===== config.mk =====
export PLATFORM = sky130hd
export DESIGN_NAME = lc3b_decode_seq
export DESIGN_NICKNAME = d
export VERILOG_FILES = /design/src/rtl/lc3b_decode_seq.sv
export SDC_FILE = /design/constraint.sdc
export NUM_CORES = 1
export LEC_CHECK = 0
export CORE_UTILIZATION = 57
export CTS_CLUSTER_SIZE = 20
export DETAILED_ROUTE_END_ITERATION = 10
export DONT_BUFFER_PORTS = 1
export PLACE_DENSITY = 0.72
export SLEW_MARGIN = 20
export SYNTH_ARGS = -nofsm -noshare
export SYNTH_HDL_FRONTEND = slang
export SYNTH_SLANG_ARGS = --single-unit
export TNS_END_PERCENT = 50

===== constraint.sdc =====
create_clock -name clk -period 1.95 [get_ports clk]
set_input_delay 0.4875 -clock clk [delete_from_list [all_inputs] [get_ports clk]]
set_output_delay 0.4875 -clock clk [all_outputs]
set_load 0.02 [all_outputs]

===== src/rtl/lc3b_decode_seq.sv =====
// LC-3b registered decode stage: turns one fetched instruction into one
// control word, or into two control words for the indirect ops LDI/STI.

package lc3b_types_pkg;

    typedef enum logic [2:0] {
        alu_add   = 3'd0,
        alu_and   = 3'd1,
        alu_not   = 3'd2,
        alu_passa = 3'd3,
        alu_passb = 3'd4
    } lc3b_aluop;

    typedef enum logic [3:0] {
        op_br  = 4'h0, op_add = 4'h1, op_ldb = 4'h2, op_stb  = 4'h3,
        op_jsr = 4'h4, op_and = 4'h5, op_ldr = 4'h6, op_str  = 4'h7,
        op_rti = 4'h8, op_not = 4'h9, op_ldi = 4'hA, op_sti  = 4'hB,
        op_jmp = 4'hC, op_shf = 4'hD, op_lea = 4'hE, op_trap = 4'hF
    } lc3b_opcode;

    typedef struct packed {
        lc3b_opcode  opcode;
        logic [15:0] pc;
        lc3b_aluop   aluop;
        logic        load_reg;
        logic        load_cc;
        logic [1:0]  wbmux_sel;
        logic        sr2mux_sel;
        logic        addr1mux_sel;
        logic [1:0]  addr2mux_sel;
        logic        lshf;
        logic        dcacheR;
        logic        dcacheW;
        logic        storemux_sel;
        logic        br_op;
    } lc3b_control_word;

endpackage

module lc3b_decode_seq
    import lc3b_types_pkg::*;
#(
    parameter int ENABLE_INDIRECT = 1,
    parameter int CNT_W           = 16
) (
    input  logic             clk,
    input  logic             rst_n,
    input  logic             in_valid,
    output logic             in_ready,
    input  logic [15:0]      instr,
    input  logic [15:0]      in_pc,
    input  logic             flush,
    output logic             out_valid,
    input  logic             out_ready,
    output lc3b_control_word ctrl,
    output logic             uop_idx,
    output logic             uop_last,
    output logic [CNT_W-1:0] issue_cnt,
    output logic [CNT_W-1:0] bubble_cnt
);

    typedef enum logic {RUN, IND2} state_t;

    localparam logic [CNT_W-1:0] CNT_ONE = {{(CNT_W-1){1'b0}}, 1'b1};

    state_t           state, state_nxt;
    logic             out_valid_nxt;
    lc3b_control_word ctrl_nxt;
    logic             uop_idx_nxt;
    logic             uop_last_nxt;
    logic             accept;

    // Fields shared by every recognised opcode: opcode, pc, pass-A ALU.
    function automatic lc3b_control_word base_word(input logic [15:0] ir, input logic [15:0] pc);
        lc3b_control_word w;
        w        = '0;
        w.opcode = lc3b_opcode'(ir[15:12]);
        w.pc     = pc;
        w.aluop  = alu_passa;
        return w;
    endfunction

    function automatic logic is_indirect(input logic [15:0] ir);
        return (ENABLE_INDIRECT != 0) &&
               ((ir[15:12] == op_ldi) || (ir[15:12] == op_sti));
    endfunction

    // Single micro-op decode; anything unrecognised collapses to all-zero.
    function automatic lc3b_control_word decode_single(input logic [15:0] ir, input logic [15:0] pc);
        lc3b_control_word w;
        w = base_word(ir, pc);
        case (ir[15:12])
            op_add, op_and: begin
                w.aluop      = (ir[15:12] == op_add) ? alu_add : alu_and;
                w.load_reg   = 1'b1;
                w.load_cc    = 1'b1;
                w.wbmux_sel  = 2'b11;
                w.sr2mux_sel = ir[5];
            end
            op_not: begin
                w.aluop     = alu_not;
                w.load_reg  = 1'b1;
                w.load_cc   = 1'b1;
                w.wbmux_sel = 2'b11;
            end
            op_ldr: begin
                w.addr1mux_sel = 1'b1;
                w.addr2mux_sel = 2'b01;
                w.lshf         = 1'b1;
                w.dcacheR      = 1'b1;
                w.wbmux_sel    = 2'b01;
                w.load_reg     = 1'b1;
                w.load_cc      = 1'b1;
            end
            op_str: begin
                w.addr1mux_sel = 1'b1;
                w.addr2mux_sel = 2'b01;
                w.lshf         = 1'b1;
                w.storemux_sel = 1'b1;
                w.dcacheW      = 1'b1;
                w.aluop        = alu_passb;
            end
            op_br: begin
                w.addr2mux_sel = 2'b10;
                w.lshf         = 1'b1;
                w.br_op        = 1'b1;
            end
            op_lea: begin
                w.addr2mux_sel = 2'b10;
                w.lshf         = 1'b1;
                w.wbmux_sel    = 2'b10;
                w.load_reg     = 1'b1;
            end
            default: w = '0;
        endcase
        return w;
    endfunction

    // First half of LDI/STI: fetch the pointer word, no architectural writes.
    function automatic lc3b_control_word uop0_word(input logic [15:0] ir, input logic [15:0] pc);
        lc3b_control_word w;
        w              = base_word(ir, pc);
        w.addr1mux_sel = 1'b1;
        w.addr2mux_sel = 2'b01;
        w.lshf         = 1'b1;
        w.dcacheR      = 1'b1;
        return w;
    endfunction

    // Second half, rebuilt from the held first half so no instruction copy is kept.
    function automatic lc3b_control_word uop1_word(input lc3b_control_word prev);
        lc3b_control_word w;
        w        = '0;
        w.opcode = prev.opcode;
        w.pc     = prev.pc;
        w.aluop  = alu_passa;
        if (prev.opcode == op_ldi) begin
            w.dcacheR   = 1'b1;
            w.wbmux_sel = 2'b01;
            w.load_reg  = 1'b1;
            w.load_cc   = 1'b1;
        end else begin
            w.dcacheW      = 1'b1;
            w.storemux_sel = 1'b1;
            w.aluop        = alu_passb;
        end
        return w;
    endfunction

    assign in_ready = (state == RUN) && !flush && (!out_valid || out_ready);
    assign accept   = in_valid && in_ready;

    // Next state and next output register contents.
    always_comb begin
        state_nxt     = state;
        out_valid_nxt = out_valid;
        ctrl_nxt      = ctrl;
        uop_idx_nxt   = uop_idx;
        uop_last_nxt  = uop_last;
        if (flush) begin
            out_valid_nxt = 1'b0;
            state_nxt     = RUN;
            uop_idx_nxt   = 1'b0;
            uop_last_nxt  = 1'b0;
        end else if (state == IND2) begin
            if (out_ready) begin
                ctrl_nxt      = uop1_word(ctrl);
                out_valid_nxt = 1'b1;
                uop_idx_nxt   = 1'b1;
                uop_last_nxt  = 1'b1;
                state_nxt     = RUN;
            end
        end else if (accept) begin
            out_valid_nxt = 1'b1;
            uop_idx_nxt   = 1'b0;
            if (is_indirect(instr)) begin
                ctrl_nxt     = uop0_word(instr, in_pc);
                uop_last_nxt = 1'b0;
                state_nxt    = IND2;
            end else begin
                ctrl_nxt     = decode_single(instr, in_pc);
                uop_last_nxt = 1'b1;
            end
        end else if (out_valid && out_ready) begin
            out_valid_nxt = 1'b0;
        end
    end

    // State and output register.
    always_ff @(posedge clk) begin
        if (!rst_n) begin
            state     <= RUN;
            out_valid <= 1'b0;
            ctrl      <= '0;
            uop_idx   <= 1'b0;
            uop_last  <= 1'b0;
        end else begin
            state     <= state_nxt;
            out_valid <= out_valid_nxt;
            ctrl      <= ctrl_nxt;
            uop_idx   <= uop_idx_nxt;
            uop_last  <= uop_last_nxt;
        end
    end

    // Issue and bubble statistics, free-running with natural wrap.
    always_ff @(posedge clk) begin
        if (!rst_n) begin
            issue_cnt  <= '0;
            bubble_cnt <= '0;
        end else begin
            if (out_valid && out_ready) issue_cnt  <= issue_cnt + CNT_ONE;
            if (!out_valid && !flush)   bubble_cnt <= bubble_cnt + CNT_ONE;
        end
    end

endmodule


# Word level (Yosys, flattened, before mapping)

Index checks and enable logic that the tools add are counted.

Output and inout bits: 72
Word-level logic and storage cells: 93
Input bits: 37
Register bits: 72

Add/subtract/negate cells: 2
Reduce and logical (&&, ||, !) cells: 25
Bitwise logic cells: 3
Eq/ne operators: 10
Muxes and demuxes: 33

Operator list:

| cell                  | count |
|---|---|
| $mux 36               | 3 |
| $add 16x1->16 const B | 2 |
| $mux 1                | 21 |
| $eq 4x4->1 const B    | 5 |
| $mux 20               | 1 |
| $mux 16               | 1 |
| $eq 4x3->1 const B    | 3 |
| $pmux 3 s4            | 1 |
| $reduce_or 2->1       | 4 |
| $reduce_or 7->1       | 1 |
| $pmux 2 s3            | 1 |
| $pmux 3 s2            | 1 |
| $reduce_and 3->1      | 2 |
| $reduce_or 3->1       | 2 |
| $logic_and 1x1->1     | 5 |
| $reduce_or 5->1       | 1 |
| $eq 4x1->1 const B    | 1 |
| $logic_not 4->1       | 1 |
| $mux 2                | 2 |
| $mux 4                | 1 |
| $reduce_and 2->1      | 2 |
| $reduce_or 4->1       | 1 |
| $mux 3                | 1 |
| $not 1->1             | 3 |
| 5 further kinds       | 7 |

# Depth between registers and ports, before layout

Gate-level depths: netlist of the first run.

Word-level depth: 6
Depth in mapped cells: 7

# Least setup slack after synthesis of the first run

No wires, ideal clock.

Path type: input -> register
Start: input port rst_n
End: register ctrl[21] (netlist name)
Data arrival time: 1712 ps
Path buffers: 2
Setup time: 59 ps
Slack: 179 ps
Data required time: 1891 ps
Stages: 6
Cell sequence: buf_2 > inv_2 > a211o_1 > a2111oi_4 > buf_6 > a22o_1

RTL lines:

| what                   | line | source |
|---|---|---|
| start: declaration     | 47   | `input logic rst_n,` |
| end signal: assignment | 220  | `ctrl <= ctrl_nxt;` |
| end: declaration       | 55   | `output lc3b_control_word ctrl,` |

# Final worst setup path of the first run

Start: register out_valid
End: output port in_ready

Cells in the longest elaborated chain, start to end: 3

RTL lines:

| what                     | line | source |
|---|---|---|
| start: declaration       | 53   | `output logic out_valid,` |
| start signal: assignment | 219  | `out_valid <= out_valid_nxt;` |
| $logic_not 1->1          | 170  | `assign in_ready = (state == RUN) && !flush && (!out_valid \|\| out_ready);` |
| $logic_or 1x1->1         | 170  |  |
| $logic_and 1x1->1        | 170  |  |
| end: declaration         | 49   | `output logic in_ready,` |

No other way between the ends.

==> results.sh, run 1 <==
export IMPL_fmax_mhz=566
export IMPL_critical_path_class="flip-flop to output pin"
export IMPL_num_rows=26
export IMPL_die_w_microns=76.2
export IMPL_dp_cells=422
export IMPL_cellLeakagePower_uw=0.00129
export IMPL_clock_latency_ps=350
export IMPL_cp_required_ps=1460
export IMPL_synthesis_yosys_warnings=0
export IMPL_synth_area_leader_cell="dfxtp_1"
export IMPL_post_drt_wl_per_cell_microns=16.4
export IMPL_drt_total_wl_mm=7.17
export IMPL_synth_distinct_cells=48
export IMPL_clk_pin_slew_ps=70
export IMPL_pin_count=109
export IMPL_globalRouteTotalUtil_pct=25.8
export IMPL_drc=0
export IMPL_hold_viol=0
export IMPL_synth_flop_cell="dfxtp_1"
export IMPL_via_per_inst=5.99
export IMPL_endpoint_kind="output pin"
export IMPL_ant_nets=0
export IMPL_syn_to_final_growth_pct=10.3
export IMPL_core_area_sq_um=5200
export IMPL_hold_path_class="primary input to flip-flop"
export IMPL_synth_edf_count=0
export IMPL_synth_top_area_share_pct=44.1
export IMPL_grt_pass1_wl_mm=11.9
export IMPL_post_cts_setup_buffers=0
export IMPL_grt_pass1_vias=2441
export IMPL_async_reset_ff_share_pct=0
export IMPL_antenna_found_initial=0
export IMPL_power_density_nw_per_um2=831
export IMPL_worst_path_buf_inv=0
export IMPL_synthCells=354
export IMPL_numPortBuffers=0
export IMPL_root_buffer="clkbuf_8"
export IMPL_path_cells="nand2b_2, and2_1"
export IMPL_whs_ps=265
export IMPL_drt_iter0_drc=109
export IMPL_initial_core_util_pct=60.2
export IMPL_dieArea_sq_um=5800
export IMPL_cts_repair_resized=0
export IMPL_cts_hold_buf=0
export IMPL_final_setup_tns_ps=0
export IMPL_rsz0062_at_grt="false"
export IMPL_cts_max_level=3
export IMPL_ir_drop_mv=0.708
export IMPL_layout_nets=402
export IMPL_gr_total_overflow=0
export IMPL_synthesis_area_sq_um=3130
export IMPL_drive_above_1_share_pct=15.3
export IMPL_period_minus_slack_ps=1770
export IMPL_start_kind="flip-flop"
export IMPL_first_pass_iters=4
export IMPL_setup_viol=0
export IMPL_critPathSlowestCell="dfxtp_1"
export IMPL_synth_nets=393
export IMPL_grt_max_degree=44
export IMPL_die_y_microns=76.2
export IMPL_fin_skew_ps=6.09
export IMPL_maxCapViolations=0
export IMPL_cp_slowest_stage_delay_ps=570
export IMPL_final_util_pct=66.4
export IMPL_final_max_slew_violation_count=0
export IMPL_instances_no_fill=437
export IMPL_slew_headroom_pct=58.7
export IMPL_seq_area_frac_synth_pct=44.1
export IMPL_diodes=0
export IMPL_run_status="finished, final reports clean"
export IMPL_final_period_utilization_pct=90.6
export IMPL_synth_avg_cell_area_sq_um=8.85
export IMPL_ys_ff_latch=69
export IMPL_cts_tree="yes"
export IMPL_critical_path_max_fanout=9
export IMPL_synthTopCellsByArea="dfxtp_1 (44%), a21oi_1 (4.2%), nand2_1 (4.1%), nor2_1 (4.0%), a22o_1 (3.6%)"
export IMPL_cts_buffers=9
export IMPL_vias=2619
export IMPL_cts_sinks=69
export IMPL_worstMarginPinSlew_ps=619
export IMPL_place_gp_congestion=0.863
export IMPL_max_clock_path_buffers=2
export IMPL_cp_top_family="flip-flops"
export IMPL_hpwl_mm=4.94
export IMPL_worstPathArrival_ps=1280
==> registers in the layout, summed over array words and instances, names as in the netlist <==
signal      flops
bubble_cnt     16
ctrl           33
issue_cnt      16
out_valid       1
state           1
uop_idx         1
uop_last        1
==> cell families (layout without fill, tap and decap cells) <==
group,Yosys count,after routing,share of synthesized area [%]
fa+ha+maj,2,2,0.798
compound gates,66,66,15.6
buf+inv,32,45,5.43
xor+xnor,22,22,6.15
flops,69,69,44.1
simple gates,157,157,26.0
mux,6,6,1.92
==> path summary, 6_finish.rpt <==
path | cells past startpoint | end | startpoint | slack, ps
worst max-delay path | 2 | in_ready | out_valid | 180
worst min-delay path | 1 | bubble_cnt[2] | rst_n | 260
worst max register to register | 5 | ctrl[28] | state | 220
worst min register to register | 2 | ctrl[17] | ctrl[17] | 560
==> area by class of cell <==
class,instances,area (sq um)
multi-input combinational,253,1580
clock inverter,4,47.5
fill,453,1750
clock buffer,11,151
tap,70,87.6
inverter,5,18.8
timing repair buffer,25,188
sequential,69,1380
==> where the power goes <==
| part | leakage (uW) | switching [uW] | internal, uW |
|---|---|---|---|
| Clock | 0.000101 | 528 | 649 |
| Sequential | 0.000559 | 64.9 | 1440 |
| Combinational | 0.000634 | 106 | 81.9 |
| Total | 0.00129 | 699 | 2170 |
==> through the flow <==
stage | area (sq um) | setup WS, ps | total power [uW]
final | 3460 | 183 | 2870
after global routing | 3460 | 45.9 | 2970
after CTS | 3460 | 167 | 2900
after detailed placement | 3260 | 226 | 1730
after global placement | 3260 | 249 | 1720
after floorplan | 3130 | 179 | 1710
==> cells in the final DEF, fill, tap and decap left out, drive strengths merged, types with 2 or more instances in the layout <==
master and count:
dfxtp 69, nor2 35, nand2 34, a21oi 26, buf 25, nand3 23, a22o 13, nor3 12
xor2 12, clkbuf 11, xnor2 10, nand4 9, nand2b 9, and3 7, mux2i 6, or4 5
a211oi 5, o221a 5, o31ai 5, inv 5, or3 4, and4 4, nor2b 3, nor3b 3
and2 2, o211ai 2, nor4bb 2, or2 2, o21ai 2, ha 2, clkinv 2, o21ba 2
==> worst register-to-register path: stages, from the launching register on <==
cell and delay (ps):
dfxtp_1 410, buf_4 230, a211o_1 270, a2111oi_4 360
buf_4 250, a22o_1 160
==> per-layer routing <==
metal	vias up	GRT usage [%]	share of wire [%]
met4	0	10.6	2.4
met2	107	42.7	49
met1	1220	30.1	41
li1	1276	-	-
met5	-	0	0
met3	16	9.58	7.6
==> cell usage after synthesis (2+ instances only) <==
master    count
a211oi_1      5
a21oi_1      26
a22o_1       13
and2_1        2
and3_1        7
and4_1        4
buf_2        10
buf_4         4
buf_6         3
clkbuf_1     10
dfxtp_1      69
ha_1          2
inv_1         4
mux2i_1       6
nand2_1      34
nand2b_1      8
nand3_1      22
nand4_1       9
nor2_1       33
nor2_2        2
nor2b_1       3
nor3_1       12
nor3b_1       2
nor4bb_1      2
o211ai_1      2
o21ai_0       2
o221a_2       5
o31ai_1       5
or2_2         2
or3_1         4
or4_1         5
xnor2_1      10
xor2_1       12
Power figures use the tool's default switching activity.
==> inputs of run 2 (changes only) <==
--- a/config.mk
+++ b/config.mk
@@ -9,7 +9,9 @@
 export CTS_CLUSTER_SIZE = 20
 export DETAILED_ROUTE_END_ITERATION = 10
 export DONT_BUFFER_PORTS = 1
+export GPL_TIMING_DRIVEN = 0
 export PLACE_DENSITY = 0.72
+export RECOVER_POWER = 50
 export SLEW_MARGIN = 20
 export SYNTH_ARGS = -nofsm -noshare
 export SYNTH_HDL_FRONTEND = slang
==> run 2 against run 1 <==
  * Design area is 0.83% lower
  * Register-to-register slack worse by 70 ps
  * Sequential share of layout area is 0.34 points higher
  * Critical endpoint is now bubble_cnt[12]
==> results.sh, run 2 (same netlist as run 1, synthesis figures left out) <==
export IMPL_gr_total_overflow=0
export IMPL_cts_hold_buf=0
export IMPL_worst_r2r_endpoint="bubble_cnt[12]"
export IMPL_period_minus_slack_ps=1800
export IMPL_core_area_sq_um=5200
export IMPL_regMostFlops="ctrl"
export IMPL_worstMarginPinSlew_ps=520
export IMPL_crit_end="bubble_cnt[12]"
export IMPL_layout_nets=404
export IMPL_r2r_start="out_valid"
export IMPL_die_w_microns=76.2
export IMPL_worst_r2r_path_depth=5
export IMPL_worstPathArrival_ps=2060
export IMPL_top_regs="ctrl (33), bubble_cnt (16), issue_cnt (16)"
export IMPL_hold_viol=0
export IMPL_drt_iter0_drc=155
export IMPL_reg2reg_setup_slack_ps=150
export IMPL_grt_max_degree=12
export IMPL_dp_cells=424
export IMPL_largest_reg_flops=33
export IMPL_run_status="finished, final reports clean"
export IMPL_final_cell_mix="dfxtp_1 (69), nand2_1 (34), nor2_1 (32), a21oi_1 (26), nand3_1 (21)"
export IMPL_power_density_nw_per_um2=839
export IMPL_cts_tree="yes"
export IMPL_cellLeakagePower_uw=0.00125
export IMPL_grt_pass1_vias=2488
export IMPL_critical_path_max_fanout=10
export IMPL_slew_headroom_pct=65.3
export IMPL_final_max_slew_violation_count=0
export IMPL_ir_drop_mv=0.691
export IMPL_fin_skew_ps=5.07
export IMPL_globalRouteTotalUtil_pct=25.8
export IMPL_start_kind="flip-flop"
export IMPL_clk_pin_slew_ps=70
export IMPL_post_drt_wl_per_cell_microns=16.6
export IMPL_critPathLaunch="out_valid"
export IMPL_root_buffer="clkbuf_8"
export IMPL_dieArea_sq_um=5800
export IMPL_syn_to_final_growth_pct=9.38
export IMPL_via_per_inst=5.92
export IMPL_ant_nets=0
export IMPL_drc=0
export IMPL_grt_pass1_wl_mm=11.8
export IMPL_die_y_microns=76.2
export IMPL_diodes=0
export IMPL_cts_sinks=69
export IMPL_cts_max_level=3
export IMPL_hpwl_mm=5.16
export IMPL_drive_above_1_share_pct=13.2
export IMPL_final_common_cell="dfxtp_1"
export IMPL_pin_count=109
export IMPL_antenna_found_initial=0
export IMPL_final_period_utilization_pct=92.1
export IMPL_cts_buffers=9
export IMPL_vias=2604
export IMPL_critical_path_class="flip-flop to flip-flop"
export IMPL_fmax_mhz=557
export IMPL_drt_total_wl_mm=7.32
export IMPL_max_clock_path_buffers=2
export IMPL_endpoint_kind="flip-flop"
export IMPL_worst_slack_ps=154
export IMPL_cp_required_ps=2220
export IMPL_numPortBuffers=0
export IMPL_post_place_ws_ps=-81.7
export IMPL_setup_viol=0
export IMPL_clock_latency_ps=330
export IMPL_place_gp_congestion=0.911
export IMPL_hold_path_class="primary input to flip-flop"
export IMPL_whs_path_depth=1
export IMPL_num_rows=26
export IMPL_rsz0062_at_grt="false"
export IMPL_initial_core_util_pct=60.2
export IMPL_maxCapViolations=0
export IMPL_instances_no_fill=440
export IMPL_first_pass_iters=4
==> run 2: cell count changes in the layout (fill, tap and decap cells not counted), moves of 3 or more <==
cell	delta
buf_4	-21
buf_6	+3
clkbuf_1	+12
buf_2	+10
==> run 2: worst max-delay path: stages (launching register included) <==
cell	delay [ps]
dfxtp_1	380
buf_6	180
nor3b_2	360
nand3_2	210
or4_1	440
a21oi_1	150
==> run 2: power by group <==
| group | switching, uW | internal [uW] | leakage (uW) |
|---|---|---|---|
| logic | 130 | 81.6 | 0.000592 |
| registers | 74.2 | 1440 | 0.000559 |
| clock network | 524 | 623 | 0.0000964 |
| total | 728 | 2150 | 0.00125 |
==> run 2: cell type report <==
cell class	instances	area, sq um
inverter	5	18.8
fill	476	1780
sequential	69	1380
multi-input combinational	253	1600
tap	70	87.6
buffer	27	151
clock inverter	4	47.5
clock buffer	12	145
==> run 2: routing by layer <==
layer  global-route usage (%)  wire, microns  vias to the layer above
met5                        0              0                        -
met4                     8.85            149                        0
met3                     9.70            460                       15
met2                     43.5           3540                       77
met1                     29.9           3170                     1227
li1                         -              -                     1285
==> run 2: worst min-delay path by stage <==
stage,startpoint,end,slack (ps)
6_report,in_pc[7],ctrl[23],280
5_1_grt,in_pc[9],ctrl[25],270
4_1_cts,in_pc[3],ctrl[19],280
3_5_place_dp,ctrl[18],ctrl[18],550
3_3_place_gp,ctrl[18],ctrl[18],550
2_1_floorplan,ctrl[10],ctrl[10],530
==> run 2: repair_timing <==
action / in CTS / in global routing
resized for setup: 0 / 3
buffers inserted: 0 / 0
setup endpoints to repair: 0 / 4
endpoints found under the hold margin: 0 / 0
==> run 2: metrics by stage <==
step / utilization [%] / setup TNS, ps / cell area (sq um) / total power [uW] / hold slack (ps)
after floorplan: - / 0 / 3130 / 1710 / 528
after global placement: 61.9 / -531 / 3220 / 1760 / 546
after detailed placement: 61.9 / -725 / 3220 / 1760 / 552
after CTS: 65.6 / 0 / 3410 / 2890 / 276
after global routing: 65.9 / 0 / 3430 / 2980 / 272
final: 65.9 / 0 / 3430 / 2880 / 282
